File: config.mk
export PLATFORM = sky130hd
export DESIGN_NAME = l2_cache_plru_store
export DESIGN_NICKNAME = d
export VERILOG_FILES = /design/src/rtl/l2_cache_plru_store_pkg.sv /design/src/rtl/l2_cache_plru_store_victim_decode.sv /design/src/rtl/l2_cache_plru_store.sv
export SDC_FILE = /design/constraint.sdc
export NUM_CORES = 1
export LEC_CHECK = 0
export ABC_CLOCK_PERIOD_IN_PS = 2500
export CAP_MARGIN = 5
export CORE_MARGIN = 2
export CORE_UTILIZATION = 50
export DETAILED_ROUTE_END_ITERATION = 8
export PLACE_DENSITY = 0.67
export SETUP_SLACK_MARGIN = 0.4
export SYNTH_ARGS = -nofsm -noshare
export SYNTH_HDL_FRONTEND = slang
export SYNTH_HIERARCHICAL = 1
export SYNTH_SLANG_ARGS = --single-unit
export TNS_END_PERCENT = 20
File: constraint.sdc
create_clock -name clk -period 2.5 [get_ports clk]
set_input_delay 0.5 -clock clk [delete_from_list [all_inputs] [get_ports clk]]
set_output_delay 0.5 -clock clk [all_outputs]
set_load 0.05 [all_outputs]
File: src/rtl/l2_cache_plru_store_pkg.sv
// Shared types and tree-PLRU helpers for the 4-way L2 cache replacement state.
package l2_cache_types;

  typedef logic [2:0] lru_t;
  typedef logic [1:0] way_t;

  localparam int NUM_WAYS = 4;

  // bit0 selects the pair, bit1 orders ways 0/1, bit2 orders ways 2/3; other bits are kept
  function automatic lru_t plru_mru(input lru_t lru, input way_t way);
    lru_t res;
    res = lru;
    case (way)
      2'd0: begin res[0] = 1'b0; res[1] = 1'b0; end
      2'd1: begin res[0] = 1'b0; res[1] = 1'b1; end
      2'd2: begin res[0] = 1'b1; res[2] = 1'b0; end
      2'd3: begin res[0] = 1'b1; res[2] = 1'b1; end
      default: res = lru;
    endcase
    return res;
  endfunction

  function automatic way_t plru_tree_victim(input lru_t lru);
    way_t res;
    if (lru[0] == 1'b0) begin
      res = lru[2] ? 2'd2 : 2'd3;
    end else begin
      res = lru[1] ? 2'd0 : 2'd1;
    end
    return res;
  endfunction

endpackage

File: src/rtl/l2_cache_plru_store_victim_decode.sv
// Combinational victim selection for one set.
// L2_PLRU_INVALID_FIRST_EN: prefer the lowest-numbered invalid way over the tree victim.
module l2_plru_victim_decode
  import l2_cache_types::*;
(
  input  logic [2:0] lru_i,
  input  logic [3:0] valid_i,
  output logic [1:0] victim_o
);

`ifdef L2_PLRU_INVALID_FIRST_EN
  // Invalid ways are free slots and are taken before evicting anything
  always_comb begin
    victim_o = plru_tree_victim(lru_i);
    if (valid_i[0] == 1'b0) begin
      victim_o = 2'd0;
    end else if (valid_i[1] == 1'b0) begin
      victim_o = 2'd1;
    end else if (valid_i[2] == 1'b0) begin
      victim_o = 2'd2;
    end else if (valid_i[3] == 1'b0) begin
      victim_o = 2'd3;
    end else begin
      victim_o = plru_tree_victim(lru_i);
    end
  end
`else
  logic unused_valid;
  assign unused_valid = ^valid_i;

  // Pure tree-PLRU victim
  always_comb begin
    victim_o = plru_tree_victim(lru_i);
  end
`endif

endmodule

File: src/rtl/l2_cache_plru_store.sv
// Per-set PLRU word and way-valid store with write-first registered read and victim output.
// L2_PLRU_INVALID_FIRST_EN selects invalid-first victim choice (see l2_plru_victim_decode).
module l2_cache_plru_store
  import l2_cache_types::*;
#(
  parameter int S_INDEX = 5
) (
  input  logic               clk,
  input  logic               rst_n,
  input  logic               rd_en,
  input  logic [S_INDEX-1:0] rd_index,
  output logic               rd_valid,
  output logic [2:0]         lru_out,
  output logic [3:0]         way_valid,
  output logic [1:0]         victim_way,
  input  logic               wr_en,
  input  logic [S_INDEX-1:0] wr_index,
  input  logic [2:0]         lru_in,
  input  logic               fill_en,
  input  logic [S_INDEX-1:0] fill_index,
  input  logic [1:0]         fill_way,
  input  logic               inv_all
);

  localparam int NUM_SETS = 2 ** S_INDEX;

`ifdef L2_PLRU_INVALID_FIRST_EN
  localparam way_t RST_VICTIM = 2'd0;
`else
  localparam way_t RST_VICTIM = 2'd3;
`endif

  lru_t                lru_q   [NUM_SETS];
  lru_t                lru_d   [NUM_SETS];
  logic [NUM_WAYS-1:0] valid_q [NUM_SETS];
  logic [NUM_WAYS-1:0] valid_d [NUM_SETS];

  logic               rd_valid_q;
  lru_t               lru_out_q;
  logic [NUM_WAYS-1:0] way_valid_q;
  way_t               victim_q;

  lru_t                rd_lru_s;
  logic [NUM_WAYS-1:0] rd_valid_bits_s;
  way_t                rd_victim_s;

  // Next state per set: clear, then hit update, then fill (fill overrides lru_in)
  always_comb begin
    for (int s = 0; s < NUM_SETS; s++) begin
      lru_d[s]   = lru_q[s];
      valid_d[s] = valid_q[s];
      if (inv_all) begin
        valid_d[s] = 4'b0000;
      end else begin
        valid_d[s] = valid_q[s];
      end
      if (fill_en && (fill_index == S_INDEX'(s))) begin
        lru_d[s]             = plru_mru(lru_q[s], fill_way);
        valid_d[s][fill_way] = 1'b1;
      end else if (wr_en && (wr_index == S_INDEX'(s))) begin
        lru_d[s] = lru_in;
      end else begin
        lru_d[s] = lru_q[s];
      end
    end
  end

  assign rd_lru_s        = lru_d[rd_index];
  assign rd_valid_bits_s = valid_d[rd_index];

  l2_plru_victim_decode u_victim (
    .lru_i    (rd_lru_s),
    .valid_i  (rd_valid_bits_s),
    .victim_o (rd_victim_s)
  );

  always_ff @(posedge clk or negedge rst_n) begin
    if (!rst_n) begin
      for (int s = 0; s < NUM_SETS; s++) begin
        lru_q[s]   <= 3'b000;
        valid_q[s] <= 4'b0000;
      end
    end else begin
      for (int s = 0; s < NUM_SETS; s++) begin
        lru_q[s]   <= lru_d[s];
        valid_q[s] <= valid_d[s];
      end
    end
  end

  // Read results are captured from post-update state and held between reads
  always_ff @(posedge clk or negedge rst_n) begin
    if (!rst_n) begin
      rd_valid_q  <= 1'b0;
      lru_out_q   <= 3'b000;
      way_valid_q <= 4'b0000;
      victim_q    <= RST_VICTIM;
    end else begin
      rd_valid_q <= rd_en;
      if (rd_en) begin
        lru_out_q   <= rd_lru_s;
        way_valid_q <= rd_valid_bits_s;
        victim_q    <= rd_victim_s;
      end
    end
  end

  assign rd_valid   = rd_valid_q;
  assign lru_out    = lru_out_q;
  assign way_valid  = way_valid_q;
  assign victim_way = victim_q;

endmodule
==> flow_summary.yaml, run 1 <==
routing:
  vias: 15200
  routed_wirelength_microns: 66800
  wl_per_cell_microns: 30.0
  drt_iter0_drc: 2254
  detail_route.first_pass.iterations: 5
  drc_errors: 0
  ant_nets: 0
  viasPerCell: 6.85
timing:
  hold_viol: 0
  worst_pin_slew_ns: 0.652
  maxSlewHeadroom_pct: 56.4
  rsz0062_at_grt: "true"
  min_period_ns: 2.63
  layout_setup_ws_ns: -0.129
  finClkSkew_ns: 0.0261
  min_period_over_period_pct: 105
  setup_viol: 3
  fmax_mhz: 380
  drv_slew: 0
setup_path:
  crit_top_cell: "buf_4"
  cp_slowest_stage_delay_ns: 0.30
  cp.arrival_ns: 3.14
  startpoint_type: "input pin"
  r2r-start: "valid_q[20]"
  path_max_fanout: 4
  slowest_stage: "nand4bb_4"
  required_ns: 3.01
  crit_chain: "buf_8, buf_6, buf_4, nand4bb_4, buf_4, buf_4, o31ai_1, o211ai_1, a21boi_2, o31ai_4, o32ai_2, buf_4, nor2_2, mux2i_1, mux2_4"
  critPathKind: "input pin to flop"
  critPathLaunch: "fill_index[4]"
  worst_setup_path_end_kind: "flop"
clock_network:
  cts-root-buf: "clkbuf_16"
  cts.clk_slew.worst_paths_ns: 0.06
  ctsHtreeMaxLevel: 1
  cts_tree: "yes"
  cts_sinks: 234
  numCtsBuffers: 28
  clock_latency_ns: 0.56
  cts_buffer_depth: 3
global_routing:
  grt_antenna_before_repair: 2
  grt_pass1_vias: 15400
  grt_use_total_pct: 46.8
  grt_max_degree: 78
  grt_pass1_wl_microns: 98400
  overflow: 0
job:
  max_cap_viol_count: 0
placed_design:
  portBuffers: 35
  hpwl_microns: 46900
  pre_cts_ws_ns: -1.27
  gp_congestion: 1.06
run_status:
  violations: "negative setup slack"
  status: "finished, violations left"
synth:
  synth_cells: 1350
  yosysWarnings: 6
  synth_area_sq_um: 13500
  syn-num-nets: 1376
  avgSynthCellArea_sq_um: 10.0
power:
  total_power_mw: 12.0
  p_leak_nw: 9.18
  power.density_nw_per_um2: 582
  ir_worst_vdd_mv: 0.618
floorplan:
  core_sq_um: 26700
  ioPinCount: 36
  rows: 60
  dieWidth_microns: 169
  die-height_microns: 169
  start_util_pct: 50.6
  dieArea_sq_um: 28400
cells_and_area:
  final_layout_size_suffix_gt1_share_pct: 46.4
  final_nets: 1887
  n_fill_cell: 1773
  antennaDiodeCount: 0
  final_common_cell: "buf_4"
  area_delta_synth_final_pct: 52.9
  layout_common_cells: "518 x buf_4, 232 x dfrtp_1, 76 x nand2_1"
min_path:
  hp-class: "input pin to asynchronous set/reset pin"
-- cell type report --
cell class	instances	area [sq um]	share of cell area, %
multi-input cells	927	7680	37.1
flip-flops and latches	234	5860	28.3
repair buffers	639	5570	26.9
clock buffers	32	767	3.71
well taps	341	427	2.06
clock inverters	20	264	1.28
inverters	31	118	0.569
-- power breakdown --
part	internal (mW)	total, mW	leakage [nW]	switching [mW]
sequential	4.24	4.40	3.07	0.161
clock	2.74	4.56	0.503	1.82
combinational	1.38	3.07	5.60	1.69
total	8.36	12.0	9.18	3.67
-- path summary, 6_finish.rpt --
path	endpoint	slack, ns	cells after the start
min in group clk	valid_q[114]	0.49	1
max	victim_way[0]	-0.13	15
min reg2reg	valid_q[114]	0.49	1
max in group asynchronous	valid_q[25]	1.28	3
max reg2reg	way_valid[0]	0.36	5
min	valid_q[48]	0.47	2
-- flip-flops by register name, summed over array words and instances, names as in the netlist --
signal and count:
lru_out 3, victim_way 2, way_valid 4, valid_q 128, rd_valid 1, lru_q 96
-- metrics by stage --
stage	cell area [sq um]	std cells	setup TNS, ns	hold WS (ns)	utilization [%]
final	20700	2224	-0.278	0.473	77.4
after global routing	20700	2224	-0.410	0.493	77.4
after CTS	20600	2220	-0.00978	0.477	77.1
after detailed placement	18100	2107	-19.83	0.443	67.5
after global placement	18100	2107	-17.05	0.443	67.5
after floorplan	13700	1350	-0.0827	0.204	-
-- layer usage --
| metal | wire [microns] | vias to the layer above | track usage, % |
|---|---|---|---|
| li1 | - | 6279 | - |
| met1 | 25100 | 7457 | 61.2 |
| met2 | 28600 | 1173 | 70.1 |
| met3 | 8110 | 329 | 12.5 |
| met4 | 4890 | 4 | 27.7 |
| met5 | 23 | - | 0 |
-- critical path: cells and delay by family --
kind,cells,cell delay [ns]
AOI/OAI and AO/OA,5,1.11
and+or+nand+nor,2,0.34
muxes,2,0.28
buffers and inverters,6,0.92
-- timing repair --
| action | in CTS | in global routing |
|---|---|---|
| resized for setup | 311 | 17 |
| endpoints found under the setup margin | 37 | 9 |
| hold endpoints to repair | 49 | 0 |
| pin swaps | 69 | 21 |
| hold buffers | 1 | 0 |
| buffers inserted | 52 | 4 |
| gates cloned | 8 | 0 |
Note: power is estimated with default switching activity, not from simulation.
==> inputs of run 2 (changes only) <==
--- a/config.mk
+++ b/config.mk
@@ -10,7 +10,7 @@
 export CORE_MARGIN = 2
 export CORE_UTILIZATION = 50
 export DETAILED_ROUTE_END_ITERATION = 8
-export PLACE_DENSITY = 0.67
+export PLACE_DENSITY_LB_ADDON = 0.3
 export SETUP_SLACK_MARGIN = 0.4
 export SYNTH_ARGS = -nofsm -noshare
 export SYNTH_HDL_FRONTEND = slang
==> run 2 against run 1 <==
The run still ends with negative setup slack left; core utilization is 3.5 points higher; clock power is 11% lower; worst setup slack better by 0.10 ns; hold slack worse by 0.16 ns; maximum frequency is 4.1% higher; largest power group is now sequential cells.
==> flow_summary.yaml, run 2 (synthesized netlist as in run 1, its figures left out) <==
power:
  p_leak_nw: 9.41
  power.density_nw_per_um2: 549
  ir_worst_vdd_mv: 0.647
routing:
  routed_wirelength_microns: 73800
  ant_nets: 0
  viasPerCell: 7.24
  wl_met2_microns: 30500
  drt_iter0_drc: 2437
  wl_met1_microns: 25100
  drc_errors: 0
  vias: 16300
  top_layer_used: "met4"
  wl_per_cell_microns: 32.7
  detail_route.first_pass.iterations: 7
  met3_wirelength_microns: 10400
setup_path:
  reg2reg_to: "way_valid[2]"
  path_max_fanout: 8
  critPathLaunch: "fill_index[4]"
  cp_slowest_stage_delay_ns: 0.41
  slowest_stage: "and4bb_4"
  critPathKind: "input pin to flop"
  crit_top_cell: "buf_6"
  cp.buffers_inverters: 4
  required_ns: 3.04
  ff2ff_path_depth: 5
  r2r_setup_slack_ns: 0.23
  startpoint_type: "input pin"
  cp.arrival_ns: 3.07
  worst_setup_path_end_kind: "flop"
  critPathTopFamily: "compound AO/OA/AOI/OAI gates"
  crit_chain: "buf_6, buf_6, and4bb_4, buf_8, buf_6, a211o_1, o211ai_1, a21boi_2, o31ai_4, o32ai_4, nor2_1, mux2i_1, mux2_4"
  r2r-start: "valid_q[10]"
cells_and_area:
  layout_common_cells: "523 x buf_4, 232 x dfrtp_1, 82 x nand2_1"
  area_delta_synth_final_pct: 59.8
  antennaDiodeCount: 0
  stdcell_count: 2257
  final_util_pct: 80.9
  largest_register: "valid_q"
  largest_reg_flops: 128
  final_nets: 1923
  final_common_cell: "buf_4"
  final_layout_size_suffix_gt1_share_pct: 49.7
clock_network:
  cts_buffer_depth: 3
  ctsHtreeMaxLevel: 1
  clock_latency_ns: 0.62
  cts-root-buf: "clkbuf_16"
  numCtsBuffers: 28
  cts_tree: "yes"
  cts.clk_slew.worst_paths_ns: 0.06
  cts_sinks: 234
timing:
  setup_viol: 1
  layout_setup_ws_ns: -0.0261
  hold_viol: 0
  rsz0062_at_grt: "true"
  finClkSkew_ns: 0.0576
  fmax_mhz: 396
  maxSlewHeadroom_pct: 45.9
  worst_pin_slew_ns: 0.806
  drv_slew: 0
  min_period_over_period_pct: 101
  min_period_ns: 2.53
floorplan:
  start_util_pct: 50.6
  core_sq_um: 26700
  dieWidth_microns: 169
  ioPinCount: 36
  dieArea_sq_um: 28400
  rows: 60
  die-height_microns: 169
global_routing:
  grt_pass1_vias: 16000
  grt_pass1_wl_microns: 101000
  grt_use_total_pct: 48.3
  grt_max_degree: 87
  overflow: 0
  grt_antenna_before_repair: 1
job:
  max_cap_viol_count: 0
min_path:
  hp-class: "input pin to asynchronous set/reset pin"
placed_design:
  gp_congestion: 1.04
  hpwl_microns: 46600
  portBuffers: 35
  dp.cells: 2106
run_status:
  status: "finished, violations left"
  violations: "negative setup slack"
[run 2: cell count changes in the layout (fill, tap and decap cells not counted), sizes merged]
cell | before | now
buf | 616 | 648
clkinvlp | 2 | 1
clkinv | 14 | 7
or4b | 5 | 6
clkdlybuf4s15 | 4 | 1
dlygate4sd2 | 11 | 6
bufbuf | 2 | 4
clkbuf | 32 | 44
bufinv | 5 | 0
clkdlybuf4s50 | 5 | 11
or2 | 7 | 8
[run 2: what timing repair did]
action	CTS	global route
gates resized for setup	368	66
hold buffers	1	0
gates cloned	13	1
pin swaps	107	48
setup endpoints to repair	29	18
endpoints found under the hold margin	73	0
buffers inserted	65	22
[run 2: worst max-delay path by stage]
stage | cells after the start | endpoint | slack [ns]
final | 13 | victim_way[0] | -0.03
after global routing | 15 | victim_way[0] | -0.03
after CTS | 12 | victim_way[0] | 0.21
after detailed placement | 13 | victim_way[0] | -1.16
after global placement | 13 | victim_way[0] | -1.21
after floorplan | 12 | victim_way[0] | -0.03
[run 2: stage by stage]
step	area, sq um	hold slack [ns]	setup slack [ns]	power, mW	setup TNS, ns
finish	21600	0.316	-0.0261	11.9	-0.0261
CTS	21000	0.311	0.208	11.4	0
floorplan	13700	0.204	-0.0280	5.67	-0.0827
global placement	18100	0.289	-1.21	7.01	-11.22
detailed placement	18100	0.289	-1.16	7.05	-12.68
global route	21600	0.327	-0.0287	12.1	-0.0287
[run 2: final cells by class]
| type | count | area (sq um) |
|---|---|---|
| repair inverters | 1 | 8.76 |
| multi-input cells | 929 | 8210 |
| clock inverters | 6 | 50.0 |
| inverters | 31 | 121 |
| fillers | 1548 | 5110 |
| repair buffers | 672 | 6120 |
| clock buffers | 43 | 817 |
| well taps | 341 | 427 |
| flip-flops and latches | 234 | 5860 |
[run 2: report_power, final]
part,internal [mW],switching (mW),total (mW)
combinational,1.53,1.85,3.38
clock,2.24,1.82,4.06
sequential,4.24,0.179,4.42
[run 2: per-layer routing]
| layer | GRT usage, % | vias to the layer above |
|---|---|---|
| met3 | 14.7 | 595 |
| li1 | - | 6356 |
| met4 | 35.1 | 0 |
| met5 | 0 | - |
| met2 | 72.2 | 1589 |
| met1 | 59.5 | 7806 |
